===== src/rtl/sobel_rd_sched_if.sv =====
// ---------------------------------------------------------------------------
// sobel_rd_sched_if
// Groups the job, flow-control, write-completion and read-request signals of
// the Sobel read scheduler.
//   master : job issuer / environment (drives start, src_addr, num_lines,
//            the almost-full flags and write completions; observes requests
//            and status)
//   slave  : the scheduler itself
// ---------------------------------------------------------------------------
interface sobel_rd_sched_if #(
   parameter int ADDR_W = 42,
   parameter int CNT_W  = 32
);
   // job control
   logic              start;
   logic [ADDR_W-1:0] src_addr;
   logic [CNT_W-1:0]  num_lines;
   // flow control
   logic              c0_alm_full;
   logic              c1_alm_full;
   logic              wfifo_alm_full;
   // write completions
   logic              wr_rsp_valid;
   logic [2:0]        wr_rsp_lines;
   // read requests
   logic              rd_req_valid;
   logic [ADDR_W-1:0] rd_req_addr;
   logic [15:0]       rd_req_mdata;
   // status
   logic              busy;
   logic              done;
   logic [CNT_W-1:0]  req_cnt;
   logic [CNT_W-1:0]  rsp_cnt;
   logic [7:0]        outstanding;

   modport master (
      output start, src_addr, num_lines,
      output c0_alm_full, c1_alm_full, wfifo_alm_full,
      output wr_rsp_valid, wr_rsp_lines,
      input  rd_req_valid, rd_req_addr, rd_req_mdata,
      input  busy, done, req_cnt, rsp_cnt, outstanding
   );

   modport slave (
      input  start, src_addr, num_lines,
      input  c0_alm_full, c1_alm_full, wfifo_alm_full,
      input  wr_rsp_valid, wr_rsp_lines,
      output rd_req_valid, rd_req_addr, rd_req_mdata,
      output busy, done, req_cnt, rsp_cnt, outstanding
   );
endinterface


===== src/rtl/sobel_rd_sched.sv =====
// ---------------------------------------------------------------------------
// sobel_rd_sched
// Issues one cache-line read per cycle for a job of num_lines lines starting
// at src_addr, limited by MAX_OUTSTANDING read credits and stalled while any
// almost-full flag is high. Write completions return credits. The job ends
// with a one-cycle done pulse once every line has been written back.
// Ports:
//   clk    : clock, all logic on posedge
//   Resetb : asynchronous active-low reset (release synchronized internally)
//   bus    : sobel_rd_sched_if.slave -- job control, flow control, write
//            completions, read requests and status counters
// ---------------------------------------------------------------------------
module sobel_rd_sched #(
   parameter int ADDR_W          = 42,
   parameter int CNT_W           = 32,
   parameter int MAX_OUTSTANDING = 62
) (
   input logic             clk,
   input logic             Resetb,
   sobel_rd_sched_if.slave bus
);
   localparam logic [7:0] MAX_OUT = 8'(MAX_OUTSTANDING);

   typedef enum logic [1:0] {S_IDLE, S_RUN, S_DRAIN, S_DONE} state_t;

   // Reset asserts immediately, releases two edges later so every flop
   // leaves reset on the same clock edge.
   logic [1:0] rst_sync_q;
   logic       rst_n;

   always_ff @(posedge clk or negedge Resetb) begin
      if (!Resetb) rst_sync_q <= 2'b00;
      else         rst_sync_q <= {rst_sync_q[0], 1'b1};
   end
   assign rst_n = rst_sync_q[1];

   state_t            state_q,   state_d;
   logic [ADDR_W-1:0] src_q,     src_d;
   logic [CNT_W-1:0]  num_q,     num_d;
   logic [CNT_W-1:0]  req_cnt_q, req_cnt_d;
   logic [CNT_W-1:0]  rsp_cnt_q, rsp_cnt_d;
   logic [7:0]        out_q,     out_d;
   logic              vld_q,     vld_d;
   logic [ADDR_W-1:0] addr_q,    addr_d;
   logic [15:0]       mdata_q,   mdata_d;

   logic              issue;
   logic              rsp_take;
   logic [2:0]        rsp_lines;
   logic [2:0]        rsp_eff;
   logic [CNT_W:0]    rsp_sum;
   logic [8:0]        out_inc;

   always_ff @(posedge clk or negedge rst_n) begin
      if (!rst_n) begin
         state_q   <= S_IDLE;
         src_q     <= '0;
         num_q     <= '0;
         req_cnt_q <= '0;
         rsp_cnt_q <= '0;
         out_q     <= '0;
         vld_q     <= 1'b0;
         addr_q    <= '0;
         mdata_q   <= '0;
      end else begin
         state_q   <= state_d;
         src_q     <= src_d;
         num_q     <= num_d;
         req_cnt_q <= req_cnt_d;
         rsp_cnt_q <= rsp_cnt_d;
         out_q     <= out_d;
         vld_q     <= vld_d;
         addr_q    <= addr_d;
         mdata_q   <= mdata_d;
      end
   end

   always_comb begin
      state_d   = state_q;
      src_d     = src_q;
      num_d     = num_q;
      req_cnt_d = req_cnt_q;
      rsp_cnt_d = rsp_cnt_q;
      out_d     = out_q;
      vld_d     = 1'b0;
      addr_d    = addr_q;
      mdata_d   = mdata_q;

      issue = (state_q == S_RUN) && (req_cnt_q < num_q) &&
              !bus.c0_alm_full && !bus.c1_alm_full && !bus.wfifo_alm_full &&
              (out_q < MAX_OUT);

      // Malformed completion sizes are treated as a single line.
      rsp_lines = ((bus.wr_rsp_lines == 3'd0) || (bus.wr_rsp_lines > 3'd4)) ?
                  3'd1 : bus.wr_rsp_lines;
      rsp_take  = bus.wr_rsp_valid && ((state_q == S_RUN) || (state_q == S_DRAIN));
      rsp_eff   = rsp_take ? rsp_lines : 3'd0;

      // Saturating updates: rsp_cnt never passes num_lines, outstanding never
      // goes below zero even if completions exceed issued reads.
      rsp_sum = {1'b0, rsp_cnt_q} + (CNT_W+1)'(rsp_eff);
      out_inc = {1'b0, out_q} + 9'(issue);

      case (state_q)
         S_IDLE: begin
            if (bus.start && (bus.num_lines != '0)) begin
               src_d     = bus.src_addr;
               num_d     = bus.num_lines;
               req_cnt_d = '0;
               rsp_cnt_d = '0;
               out_d     = '0;
               state_d   = S_RUN;
            end
         end
         S_RUN, S_DRAIN: begin
            if (issue) begin
               vld_d     = 1'b1;
               addr_d    = src_q + ADDR_W'(req_cnt_q);
               mdata_d   = req_cnt_q[15:0];
               req_cnt_d = req_cnt_q + CNT_W'(1);
            end
            rsp_cnt_d = (rsp_sum > {1'b0, num_q}) ? num_q : rsp_sum[CNT_W-1:0];
            out_d     = (out_inc < 9'(rsp_eff)) ? 8'd0 : 8'(out_inc - 9'(rsp_eff));

            // Transitions look at the post-edge counts, so the state changes
            // on the same edge that the last read issues / last line lands.
            if (state_q == S_RUN) begin
               if (req_cnt_d == num_q)
                  state_d = (rsp_cnt_d == num_q) ? S_DONE : S_DRAIN;
            end else if (rsp_cnt_d == num_q) begin
               state_d = S_DONE;
            end
         end
         S_DONE:  state_d = S_IDLE;
         default: state_d = S_IDLE;
      endcase
   end

   assign bus.rd_req_valid = vld_q;
   assign bus.rd_req_addr  = addr_q;
   assign bus.rd_req_mdata = mdata_q;
   assign bus.busy         = (state_q == S_RUN) || (state_q == S_DRAIN);
   assign bus.done         = (state_q == S_DONE);
   assign bus.req_cnt      = req_cnt_q;
   assign bus.rsp_cnt      = rsp_cnt_q;
   assign bus.outstanding  = out_q;
endmodule


===== src/flat_wrapper.sv =====
// flat-port wrapper written by rule: the top's interface ports become plain ports
module sobel_rd_sched_flat 
#(
   parameter int ADDR_W          = 42,
   parameter int CNT_W           = 32,
   parameter int MAX_OUTSTANDING = 62
)
  (clk, Resetb, bus_start, bus_src_addr, bus_num_lines, bus_c0_alm_full, bus_c1_alm_full, bus_wfifo_alm_full, bus_wr_rsp_valid, bus_wr_rsp_lines, bus_rd_req_valid, bus_rd_req_addr, bus_rd_req_mdata, bus_busy, bus_done, bus_req_cnt, bus_rsp_cnt, bus_outstanding);
  sobel_rd_sched_if #(.ADDR_W(ADDR_W), .CNT_W(CNT_W)) bus_i ();
  input logic clk;
  input logic Resetb;
  input wire logic [$bits(bus_i.start)-1:0] bus_start;
  input wire logic [$bits(bus_i.src_addr)-1:0] bus_src_addr;
  input wire logic [$bits(bus_i.num_lines)-1:0] bus_num_lines;
  input wire logic [$bits(bus_i.c0_alm_full)-1:0] bus_c0_alm_full;
  input wire logic [$bits(bus_i.c1_alm_full)-1:0] bus_c1_alm_full;
  input wire logic [$bits(bus_i.wfifo_alm_full)-1:0] bus_wfifo_alm_full;
  input wire logic [$bits(bus_i.wr_rsp_valid)-1:0] bus_wr_rsp_valid;
  input wire logic [$bits(bus_i.wr_rsp_lines)-1:0] bus_wr_rsp_lines;
  output wire logic [$bits(bus_i.rd_req_valid)-1:0] bus_rd_req_valid;
  output wire logic [$bits(bus_i.rd_req_addr)-1:0] bus_rd_req_addr;
  output wire logic [$bits(bus_i.rd_req_mdata)-1:0] bus_rd_req_mdata;
  output wire logic [$bits(bus_i.busy)-1:0] bus_busy;
  output wire logic [$bits(bus_i.done)-1:0] bus_done;
  output wire logic [$bits(bus_i.req_cnt)-1:0] bus_req_cnt;
  output wire logic [$bits(bus_i.rsp_cnt)-1:0] bus_rsp_cnt;
  output wire logic [$bits(bus_i.outstanding)-1:0] bus_outstanding;
  assign bus_i.start = bus_start;
  assign bus_i.src_addr = bus_src_addr;
  assign bus_i.num_lines = bus_num_lines;
  assign bus_i.c0_alm_full = bus_c0_alm_full;
  assign bus_i.c1_alm_full = bus_c1_alm_full;
  assign bus_i.wfifo_alm_full = bus_wfifo_alm_full;
  assign bus_i.wr_rsp_valid = bus_wr_rsp_valid;
  assign bus_i.wr_rsp_lines = bus_wr_rsp_lines;
  assign bus_rd_req_valid = bus_i.rd_req_valid;
  assign bus_rd_req_addr = bus_i.rd_req_addr;
  assign bus_rd_req_mdata = bus_i.rd_req_mdata;
  assign bus_busy = bus_i.busy;
  assign bus_done = bus_i.done;
  assign bus_req_cnt = bus_i.req_cnt;
  assign bus_rsp_cnt = bus_i.rsp_cnt;
  assign bus_outstanding = bus_i.outstanding;
  sobel_rd_sched #(.ADDR_W(ADDR_W), .CNT_W(CNT_W), .MAX_OUTSTANDING(MAX_OUTSTANDING)) u_core (.clk(clk), .Resetb(Resetb), .bus(bus_i));
endmodule

===== config.mk =====
export PLATFORM = sky130hd
export DESIGN_NAME = sobel_rd_sched_flat
export DESIGN_NICKNAME = d
export VERILOG_FILES = /design/src/rtl/sobel_rd_sched_if.sv /design/src/rtl/sobel_rd_sched.sv /design/src/flat_wrapper.sv
export SDC_FILE = /design/constraint.sdc
export NUM_CORES = 1
export LEC_CHECK = 0
export ABC_AREA = 1
export BUFFER_PORTS_ARGS = -buffer_cell sky130_fd_sc_hd__buf_2
export CAP_MARGIN = 10
export CORE_ASPECT_RATIO = 0.75
export CORE_MARGIN = 2
export CORE_UTILIZATION = 52
export DETAILED_ROUTE_END_ITERATION = 8
export PLACE_DENSITY = 0.84
export SLEW_MARGIN = 25
export SYNTH_ARGS = -nofsm -noshare
export SYNTH_HDL_FRONTEND = slang
export SYNTH_SLANG_ARGS = --single-unit

===== constraint.sdc =====
create_clock -name clk -period 6 [get_ports clk]
set_input_delay 1.5 -clock clk [delete_from_list [all_inputs] [get_ports clk]]
set_output_delay 1.5 -clock clk [all_outputs]
set_load 0.05 [all_outputs]

; Word level (Yosys, flattened, before mapping)
; Index checks and enable logic that the tools add are counted.
[totals]
elab_cells = 68
reg_bits = 209
inputBits = 84
output_inout_bits = 133
[op_classes]
n_addsub = 5
muxes = 19
n_eq_ne = 8
magnitude_cmp = 5
n_reduce_logical = 21
[op_table]
columns = cell, n
row1 = two-way mux 32 bit, 4
row2 = case mux 32 bit (2 select lines), 2
row3 = equality test 32 bit, 2
row4 = adder 42 x 32 -> 42 bit, 1
row5 = adder 32 x 3 -> 33 bit, 1
row6 = greater-than comparator 33 x 32 -> 1 bit, 1
row7 = "adder 32 x 1 -> 32 bit, second input constant", 1
row8 = less-than comparator 32 bit, 1
row9 = nonzero test 32 bit, 1
row10 = two-way mux 8 bit, 2
row11 = case mux 8 bit (2 select lines), 1
row12 = adder 8 x 1 -> 9 bit, 1
row13 = less-than comparator 9 x 3 -> 1 bit, 1
row14 = "less-than comparator 8 x 6 -> 1 bit, second input constant", 1
row15 = two-way mux 2 bit, 4
row16 = subtractor 8 x 3 -> 8 bit, 1
row17 = logical AND 1 bit, 7
row18 = two-way mux 3 bit, 2
row19 = case mux 2 bit (3 select lines), 1
row20 = AND reduction 2 bit, 3
row21 = "equality test 2 bit, second input constant", 2
row22 = "greater-than comparator 3 bit, second input constant", 1
row23 = zero test 1 bit, 3
row24 = zero test 3 bit, 1
row25 = other kinds (10), 13

; Logic depth before layout (Yosys ltp)
; Gate-level depths: netlist of the first run.
[logic_depth]
depth_word = 12
depth_mapped = 39
mapped_depth_nobuf = 39

; Least setup slack after synthesis of the first run
; No wires, ideal clock.
[synth_timing]
path_kind = input -> register
from = input port bus_wr_rsp_lines[1]
to = register u_core.state_q[0]
setup_ns = 0.117
n_path_buf = 1
t_arrival_ns = 5.549
required_ns = 5.883
path_stages = 35
slack_ns = 0.334
path_cell_list = nor2_1 ha_1 nor2_1 nor2_1 ha_1 inv_1 fa_1 inv_1 nand2_1 nand2_1 nand2_1 nor2_4 nand3b_1 nor2_1 nand2_1 xor2_1 ha_1 nand2_1 nor2_1 nand4_1 nor4_1 nand3_2 nand2_2 nand2_4 buf_6 nand4_1 nand3_1 nor2_1 nand3_1 nor2_1 nand3_2 nand3_2 nand2_1 nand2_1 nand2_1
[synth_via]
elab_chain_cells = 12
[synth_rtl]
columns = item, line
row1 = "start, declared", flat_wrapper.sv:19  ; input wire logic [$bits(bus_i.wr_rsp_lines)-1:0] bus_wr_rsp_lines;
row2 = greater-than comparator 3 bit or zero test 3 bit (tied branches), sobel_rd_sched.sv:94  ; rsp_lines = ((bus.wr_rsp_lines == 3'd0) || (bus.wr_rsp_lines > 3'd4)) ?
row3 = logical OR 1 bit, sobel_rd_sched.sv:94
row4 = two-way mux 3 bit *, sobel_rd_sched.sv:94
row5 = two-way mux 3 bit *, sobel_rd_sched.sv:97  ; rsp_eff = rsp_take ? rsp_lines : 3'd0;
row6 = adder 32 x 3 -> 33 bit *, sobel_rd_sched.sv:101  ; rsp_sum = {1'b0, rsp_cnt_q} + (CNT_W+1)'(rsp_eff);
row7 = greater-than comparator 33 x 32 -> 1 bit, sobel_rd_sched.sv:122  ; rsp_cnt_d = (rsp_sum > {1'b0, num_q}) ? num_q : rsp_sum[CNT_W-1:0];
row8 = two-way mux 32 bit *, sobel_rd_sched.sv:122
row9 = equality test 32 bit *, "sobel_rd_sched.sv:129, sobel_rd_sched.sv:130"
row10 = two-way mux 1 bit, sobel_rd_sched.sv:129  ; state_d = (rsp_cnt_d == num_q) ? S_DONE : S_DRAIN;
row11 = two-way mux 2 bit, sobel_rd_sched.sv:128  ; if (req_cnt_d == num_q)
row12 = two-way mux 2 bit, sobel_rd_sched.sv:127  ; if (state_q == S_RUN) begin
row13 = case mux 2 bit (3 select lines), sobel_rd_sched.sv:104  ; case (state_q)
row14 = "end signal, assigned", sobel_rd_sched.sv:66  ; state_q <= state_d;
row15 = "end, declared", sobel_rd_sched.sv:37  ; state_t state_q, state_d;
; Every way passes the cells marked *; elsewhere a longest branch is shown, timed or not. The select of a mux whose other input is x is not followed.
; A chain may end at the register's enable or synchronous reset.

; Worst setup path in the final report of the first run
[layout_timing]
from = input port bus_wr_rsp_lines[0]
to = register u_core.state_q[0]
; The elaborated chain is that of the path after synthesis.

==> impl.org, run 1 <==
** Critical path
- Critical setup path kind :: primary input to register
- In this run the worst path has a maximum fanout of 5.
- The slowest stage of the critical path belongs to the cell sky130_fd_sc_hd__ha_1.
- Arrival time of the worst setup path :: 6.21 ns
- The most numerous cell type found on the critical path is sky130_fd_sc_hd__nand2_1.
- Kind of launch point of the worst setup path :: primary input
- For this run, the slowest stage of the critical path takes 0.29 ns.
- Critical Path End Type :: register
- Required time worst endpoint :: 6.43 ns

** Finish
- Number of inserted filler cells in the final layout :: 2500
- Fraction of layout cells with a size suffix above 1 :: 18.9%
- Across the whole layout, storage elements account for 5230 um2.
- In the final layout, the multi-input gates occupy 9020 um2.
- Finished Layout Cells :: 2726
- In the final design database the tool counted 2512 nets.
- Syn-to-layout area delta :: 20.5%
- Diode count :: 0

** Clocking
- Counting the buffers created by CTS gives 23.
- After clock tree synthesis, the clock-pin slew on the worst setup and hold paths is 0.06 ns.
- In this run the deepest clock path goes through 3 buffers.
- In this run the clock root is driven by a sky130_fd_sc_hd__clkbuf_16.
- At the later pin of the worst-skew pair, clock insertion delay measures 0.55 ns.
- # H-tree levels :: 1
- Buffers inserted to repair hold after CTS numbered 0.
- Number of clock sinks seen by CTS :: 209
- TritonCTS clock tree :: yes

** Synth
- The number of different library cells used by synthesis comes to 53.
- Dominant combinational cell family by area after synthesis :: simple AND/OR/NAND/NOR gates
- Synth Area in Simple Gates :: 27.5%
- Among all flip-flop cells after synthesis, the most frequent one is sky130_fd_sc_hd__dfrtp_1.
- Netlist Area Pre-Place :: 15300 um2
- sky130_fd_sc_hd__dfrtp_1 takes more of the synthesized area than any other cell.
- The synthesized design contains 209 register bits.
- Fraction of the mapped netlist area in adder cells :: 9.25%
- Counting flops with a built-in enable in the synthesized netlist gives 0.
- Average footprint of a synthesized cell :: 7.43 um2
- Top post-synthesis cells by area :: sky130_fd_sc_hd__dfrtp_1 (34%), sky130_fd_sc_hd__nand2_1 (11%), sky130_fd_sc_hd__ha_1 (8.9%), sky130_fd_sc_hd__inv_1 (6.1%), sky130_fd_sc_hd__o21ai_0 (4.8%)
- Synthesized-area fraction occupied by xor and xnor cells :: 5.80%
- Sequential-to-total area share from yosys stat :: 34.3%
- For this run, the number of Yosys warnings is 0.
- The synthesized netlist devotes 12.3% of its cell area to compound gates.
- Portion of netlist area occupied by mux cells :: 2.58%
- Post-synth top area share :: 34.3%
- Counting every instance in the synthesized netlist gives 2055.
- For this run, asynchronously set or reset flops after synthesis account for 100%.
- Nets in the synthesized netlist :: 2250

** STA
- Maximum clock rate :: 173 MHz
- Final slew viol count :: 0
- Setup violations remaining at the end of the flow were counted as 0.
- Across all setup checks in the final design, the least slack found is 0.216 ns.
- For the pin with the worst max-slew slack, the measured transition is 1.07 ns.
- For the finished layout, the period the worst path requires is 5.78 ns.
- For the final database, setup skew stands at 0.0202 ns.
- The final hold violation count came to 0.
- Post-route fraction of the period consumed by the critical path :: 96.4%
- In this run the tightest slew margin relative to its limit is 27.8%.

** Placement
- Port buffering added 216 buffers.
- At the end of routability-driven placement, the weighted congestion stood at 1.03.
- Placed cells :: 2675
- The HPWL after detailed placement is 40200 um.
- OpenSTA, run right after detailed placement, puts the worst setup slack at -0.469 ns.

** Die
- Height of the die :: 152 um
- Horizontal die dimension :: 202 um
- The floorplan has 54 rows.
- The die covers 30800 um2.
- For this configuration, the core starts out at a cell density of 52.7%.
- Core Area :: 29000 um2
- Pin placement for this block handled 217 I/O pins.

** Drt
- DRC violation count after routing :: 0
- The routed layout has 15965 vias.
- Mean number of vias per cell :: 5.86
- First-iteration detailed-routing DRC count :: 1764
- Once detail routing completed, the nets flagged for antenna violations numbered 0.
- The first detailed-routing pass took 6 iterations.
- Total wire length :: 53800 um
- In the final routed layout, each cell accounts on average for 19.7 um.

** Global routing
- Initial antenna violation count :: 1
- Sum of overflow across all layers after global routing :: 0
- For this run, the total global-route usage over all layers was measured as 33.8%.
- Number of global-route vias before repair :: 14930
- First-pass GRT wire length :: 82900 um
- Maximum number of pins on one net before global-route repair :: 150

** Min path
- Type of the tightest min-delay check :: register to register

** Outcome
- The flow ran to the end, and the final reports show no timing, DRC or antenna violations.

** Power and ir drop
- In this run the static leakage power is 0.00936 uW.
- The worst-case IR drop observed on VDD is 0.499 mV.
- Dividing total power by cell area gives a power density of 648 nW/um2.

** Run
- The tool flagged a number of max-cap violations equal to 0.
routing by layer:
metal | vias up | GRT usage [%] | routed length [um]
li1 | 7451 | - | -
met1 | 7544 | 49.7 | 23600
met2 | 820 | 50.9 | 23300
met3 | 148 | 5.65 | 5070
met4 | 2 | 10.4 | 1820
met5 | - | 0 | 13
power breakdown:
group,internal (uW),switching [uW],total (uW)
Clock,927,637,1560
Sequential,2020,676,2700
Combinational,2510,5150,7660
flip-flops by register name, summed over array words and instances, names as in the netlist:
name,flops
u_core.bus.rsp_cnt,32
u_core.bus.outstanding,8
u_core.rst_sync_q,2
u_core.src_q,42
u_core.bus.rd_req_addr,42
u_core.num_q,32
u_core.bus.rd_req_mdata,16
u_core.bus.rd_req_valid,1
u_core.state_q,2
u_core.bus.req_cnt,32
metrics by stage:
step / instance area [um2] / TNS [ns] / hold slack [ns] / util (%) / power, uW
6_report: 18400 / 0 / 0.349 / 63.4 / 11900
5_1_grt: 18400 / -0.112 / 0.361 / 63.4 / 12700
4_1_cts: 18000 / 0 / 0.354 / 62.3 / 11600
3_5_place_dp: 17200 / -2.61 / 0.340 / 59.5 / 9940
3_3_place_gp: 17200 / -0.862 / 0.336 / 59.3 / 9700
2_1_floorplan: 15300 / 0 / 0.331 / - / 7690
worst paths after layout:
kind / end / start / slack (ns) / depth (start not counted)
worst min register to register: u_core.rst_sync_q[1] / u_core.rst_sync_q[0] / 0.35 / 0
worst max register to register: u_core.state_q[0] / u_core.state_q[0] / 0.43 / 37
worst max-delay path: u_core.state_q[0] / bus_wr_rsp_lines[0] / 0.22 / 38
max in group asynchronous: u_core.num_q[26] / u_core.rst_sync_q[1] / 4.24 / 1
min in group asynchronous: u_core.bus.rd_req_addr[1] / u_core.rst_sync_q[1] / 0.41 / 0
worst min-delay path: u_core.rst_sync_q[1] / u_core.rst_sync_q[0] / 0.35 / 0
cell families (layout without fill, tap and decap cells):
logic type / after synthesis / after routing
buffers and inverters: 320 / 599
muxes: 35 / 35
and+or+nand+nor: 936 / 936
AOI/OAI and AO/OA: 342 / 342
DFF: 209 / 209
xor gates and xnor gates: 101 / 101
adders and majority gates: 111 / 111
other: 1 / 1
cells in the mapped netlist, drive strengths merged (38+ instances only):
| library cell | number |
|---|---|
| ha | 108 |
| clkbuf | 44 |
| o21ai | 162 |
| nor3 | 38 |
| dfrtp | 209 |
| nand4 | 99 |
| a21oi | 87 |
| nor2 | 157 |
| nand2 | 463 |
| xor2 | 84 |
| inv | 250 |
| o22ai | 57 |
| nand3 | 147 |
critical path, delay by kind of cell:
family,cells,cell delay (ns)
buffers and inverters,8,1.00
XOR/XNOR,1,0.27
AND/OR/NAND/NOR,26,2.80
adder cells (fa/ha/maj),3,0.64
final cells by class:
class                   instances  area share (%)
clock buffers                  30            3.49
clock inverters                12           0.912
inverters                     253            5.16
multi-input cells            1526            49.0
flip-flops and latches        209            28.5
well taps                     392            2.67
repair buffers                304            10.3
cells in the final DEF (no fill, tap or decap), types with 8 or more instances in the layout:
master	count
sky130_fd_sc_hd__nor4_1	19
sky130_fd_sc_hd__nand3_1	136
sky130_fd_sc_hd__nor2_4	8
sky130_fd_sc_hd__nor2_2	8
sky130_fd_sc_hd__xor2_1	79
sky130_fd_sc_hd__mux2_2	35
sky130_fd_sc_hd__nor3_1	35
sky130_fd_sc_hd__o21ai_1	14
sky130_fd_sc_hd__buf_2	213
sky130_fd_sc_hd__o21ai_0	147
sky130_fd_sc_hd__nand4_1	99
sky130_fd_sc_hd__dfrtp_1	208
sky130_fd_sc_hd__ha_1	106
sky130_fd_sc_hd__inv_1	245
sky130_fd_sc_hd__nand2_1	452
sky130_fd_sc_hd__a31oi_1	8
sky130_fd_sc_hd__clkbuf_16	25
sky130_fd_sc_hd__nor2_1	140
sky130_fd_sc_hd__xnor2_1	17
sky130_fd_sc_hd__a21oi_1	87
sky130_fd_sc_hd__buf_4	79
sky130_fd_sc_hd__o22ai_1	57
timing repair:
action                     CTS  global route
setup endpoints to repair    0            18
resized for setup            0            53
setup buffers                0             7
Power figures use the tool's default switching activity.
==> run 2, diff against run 1 <==
--- a/config.mk
+++ b/config.mk
@@ -8,11 +8,13 @@
 export ABC_AREA = 1
 export BUFFER_PORTS_ARGS = -buffer_cell sky130_fd_sc_hd__buf_2
 export CAP_MARGIN = 10
+export CELL_PAD_IN_SITES_DETAIL_PLACEMENT = 1
+export CELL_PAD_IN_SITES_GLOBAL_PLACEMENT = 2
 export CORE_ASPECT_RATIO = 0.75
 export CORE_MARGIN = 2
-export CORE_UTILIZATION = 52
+export CORE_UTILIZATION = 30
 export DETAILED_ROUTE_END_ITERATION = 8
-export PLACE_DENSITY = 0.84
+export PLACE_DENSITY = 0.85
 export SLEW_MARGIN = 25
 export SYNTH_ARGS = -nofsm -noshare
 export SYNTH_HDL_FRONTEND = slang
==> run 2 against run 1 <==
  * The run now ends with setup timing left
  * Sequential power is essentially flat
  * Sequential share of layout area shrank 0.77 points
  * Routed wire length grew 17%
  * Clock skew shrank 0.0024 ns
  * Sequential cell count is the same
  * Worst hold slack gained 0.0019 ns
  * Setup slack lost 0.35 ns
  * Clock-buffer cell count grew 3
  * Combinational power grew 4.2%
  * Non-clock buffer count grew 12
  * Global-route usage shrank 10 points
  * Via count shrank 1.1%
  * Critical path type unchanged
  * Largest cell class unchanged
  * Largest power group unchanged
  * Highest routed layer unchanged
==> impl.org, run 2 (synthesized netlist as in run 1, its figures left out) <==
** Outcome
- The final reports fail on setup timing.
- Status :: complete, but fails checks

** Power and ir drop
- Worst vdd ir :: 0.370 mV (-26%)
- PnR Total Power :: 12400 uW (+3.7%)
- The power density of the placed cells was 654 nW/um2 (+0.91%).
- Leak :: 0.00947 uW (+1.2%)

** Finish
- Most common library cell in the layout ignoring fill and taps :: sky130_fd_sc_hd__nand2_1
- Final cell area excluding filler cells :: 18900 um2 (+2.8%)
- The count of placed standard cells in the final layout, fillers left out is 3008 (+10%).
- Syn-to-layout area delta :: 23.8%
- The final net count is 2526 (+0.56%).
- The share of cells above drive strength 1 came to 19.3% (+0.42 points).
- Most frequent cells in the layout :: sky130_fd_sc_hd__nand2_1 (451), sky130_fd_sc_hd__inv_1 (245), sky130_fd_sc_hd__buf_2 (213)

** STA
- The final hold slack is 0.351 ns (+0.00185 ns).
- The worst clock skew on the final layout came to 0.0178 ns (-0.00236 ns).
- The final hold violation count came to 0 (unchanged).
- The slew at the pin closest to its max-slew limit was 1.13 ns (+0.0616 ns).
- Final slew viol count :: 0 (unchanged)
- The ratio of final minimum period to clock period is 102% (+5.8 points).
- Worst slew margin relative to its limit :: 24.4% (-3.4 points)
- Number of endpoints failing setup at the final stage :: 2 (+2)
- The maximum clock rate came to 163 MHz (-5.7%).
- The worst-case setup margin in the final layout came to -0.135 ns (-0.351 ns).
- Setup repair after global routing could not meet its margin everywhere.
- Minimum clock period after layout :: 6.13 ns (+0.351 ns)

** Die
- Die area :: 52700 um2 (+71%)
- Core Area :: 50200 um2 (+73%)
- Horizontal die dimension :: 264 um (+31%)
- The vertical die dimension was 199 um (+31%).
- Rows :: 71 (+31%)
- Count of boundary I/O pins :: 217 (unchanged)
- The starting density of the core came to 30.4% (-22 points).

** Clocking
- # H-tree levels :: 1 (unchanged)
- TritonCTS clock tree :: yes
- Number of clock sinks seen by CTS :: 209 (unchanged)
- The buffer depth of the longest clock path is 3 (unchanged).
- The TritonCTS buffer count is 25 (+8.7%).
- The clock latency reported for the late side of the worst-skew pair was 0.57 ns (+0.02 ns).
- The clock transition at the registers of the reported paths came to 0.07 ns (about the same).
- The root buffer cell chosen for the clock tree is sky130_fd_sc_hd__clkbuf_16.

** Global routing
- The global router's overall resource usage is 23.4% (-10 points).
- The global route total overflow is 0 (unchanged).
- Initial antenna violation count :: 2 (+1)
- The largest net degree at the start of global routing was 152 (+1.3%).
- First-pass GRT wire length :: 95800 um (+16%)
- The via count of the first global-routing pass is 15855 (+6.2%).

** Placement
- Routability Congestion :: 0.929 (-9.7%)
- The half-perimeter wire length after placement came to 48400 um (+21%).
- Placed cells :: 2942 (+10%)
- Placement Cell Area :: 17600 um2 (+1.9%)
- I/O Buffers :: 216 (unchanged)
- The placement-stage worst setup slack came to -0.747 ns (-0.278 ns).

** Min path
- The worst hold path stage count is 0 (unchanged).
- Worst hold path startpoint :: u_core.rst_sync_q[0]
- The min-delay analysis places its worst path in the category register to register.
- Hold-critical path endpoint :: u_core.rst_sync_q[1]

** Drt
- DRC violation count after routing :: 0 (unchanged)
- The overall routed net length was 63100 um (+17%).
- The number of DRC violations after detailed-routing iteration 0 was 1169 (-34%).
- The detailed-route via count is 15792 (-1.1%).
- Mean number of vias per cell :: 5.25 (-10%)
- Detail-routed net length per standard cell :: 21.0 um (+6.3%)
- Antenna Nets Post-Route :: 0 (unchanged)
- Router iterations before antenna repair :: 5 (-1)

** Critical path
- Critical setup path kind :: primary input to register
- The total buffers and inverters traversed by the critical path is 7 (-1).
- Register-to-register setup slack :: 0.16 ns (-0.27 ns)
- The cell count of the worst reg-to-reg path came to 35 (-5.4%).
- Worst reg2reg path endpoint :: u_core.state_q[0]
- The endpoint required time on the critical path is 6.46 ns (+0.03 ns).
- The arrival time of data at the critical path endpoint came to 6.59 ns (+0.38 ns).
- In this design, the largest share of critical-path delay is due to simple AND/OR/NAND/NOR gates.
- Critical path's largest stage delay :: 0.40 ns (+0.11 ns)
- The worst setup path is launched from a primary input.
- The largest fanout on the critical path is 7 (+2).
- Slowest stage cell on the critical path :: sky130_fd_sc_hd__nor4_2
- STA classifies the critical path endpoint as a register.
- The worst register-to-register path begins at u_core.state_q[0].

** Run
- Number of max-cap violations :: 0 (unchanged)
## run 2: cell types whose count changed in the layout (fill, tap and decap cells not counted), moves of 3 or more
cell                        change
sky130_fd_sc_hd__buf_4          +5
sky130_fd_sc_hd__clkbuf_16      +4
sky130_fd_sc_hd__buf_6          +3
sky130_fd_sc_hd__nor2_4         -3
## run 2: where the power goes
part           internal [uW]  total (uW)  switching, uW
logic                   2630        7980           5360
clock network            976        1660            686
registers               2020        2720            696
total                   5630       12400           6740
## run 2: final cells by class
class	count	area (um2)
Antenna cell	1	2.50
Clock buffer	33	686
Clock inverter	13	174
Fill cell	6236	31300
Inverter	253	950
Multi-Input combinational cell	1526	9000
Sequential cell	209	5230
Tap cell	657	822
Timing Repair Buffer	316	2030
## run 2: per-layer routing
| metal | wire, um | up-vias | share of wire (%) | GRT usage [%] |
|---|---|---|---|---|
| met5 | 13 | - | 0.021 | 0 |
| met4 | 901 | 2 | 1.4 | 3.66 |
| li1 | - | 7492 | - | - |
| met3 | 4150 | 57 | 6.6 | 4.29 |
| met2 | 28400 | 416 | 45 | 37.6 |
| met1 | 29600 | 7825 | 47 | 33.4 |
## run 2: worst max path at each step
stage | start | to | depth (start not counted)
3_3_place_gp | bus_wr_rsp_lines[1] | u_core.state_q[0] | 36
6_report | bus_wr_rsp_lines[0] | u_core.state_q[0] | 37
3_5_place_dp | bus_wr_rsp_lines[1] | u_core.state_q[0] | 36
2_1_floorplan | bus_wr_rsp_lines[1] | u_core.state_q[0] | 35
4_1_cts | bus_wr_rsp_lines[1] | u_core.state_q[0] | 37
5_1_grt | bus_wr_rsp_lines[0] | u_core.state_q[0] | 37
## run 2: repair_timing
action / CTS / global route
gates resized for setup: 2 / 56
buffers inserted: 4 / 10
pin swaps: 3 / 35
hold buffers: 0 / 0
endpoints found under the hold margin: 0 / 0
setup endpoints to repair: 3 / 34
cloned: 0 / 5
## run 2: stage by stage
step | util [%] | TNS, ns
finish | 37.7 | -0.242
global route | 37.7 | -0.976
CTS | 36.8 | 0
detailed placement | 35.0 | -16.19
global placement | 35.0 | -9.90
floorplan | - | 0
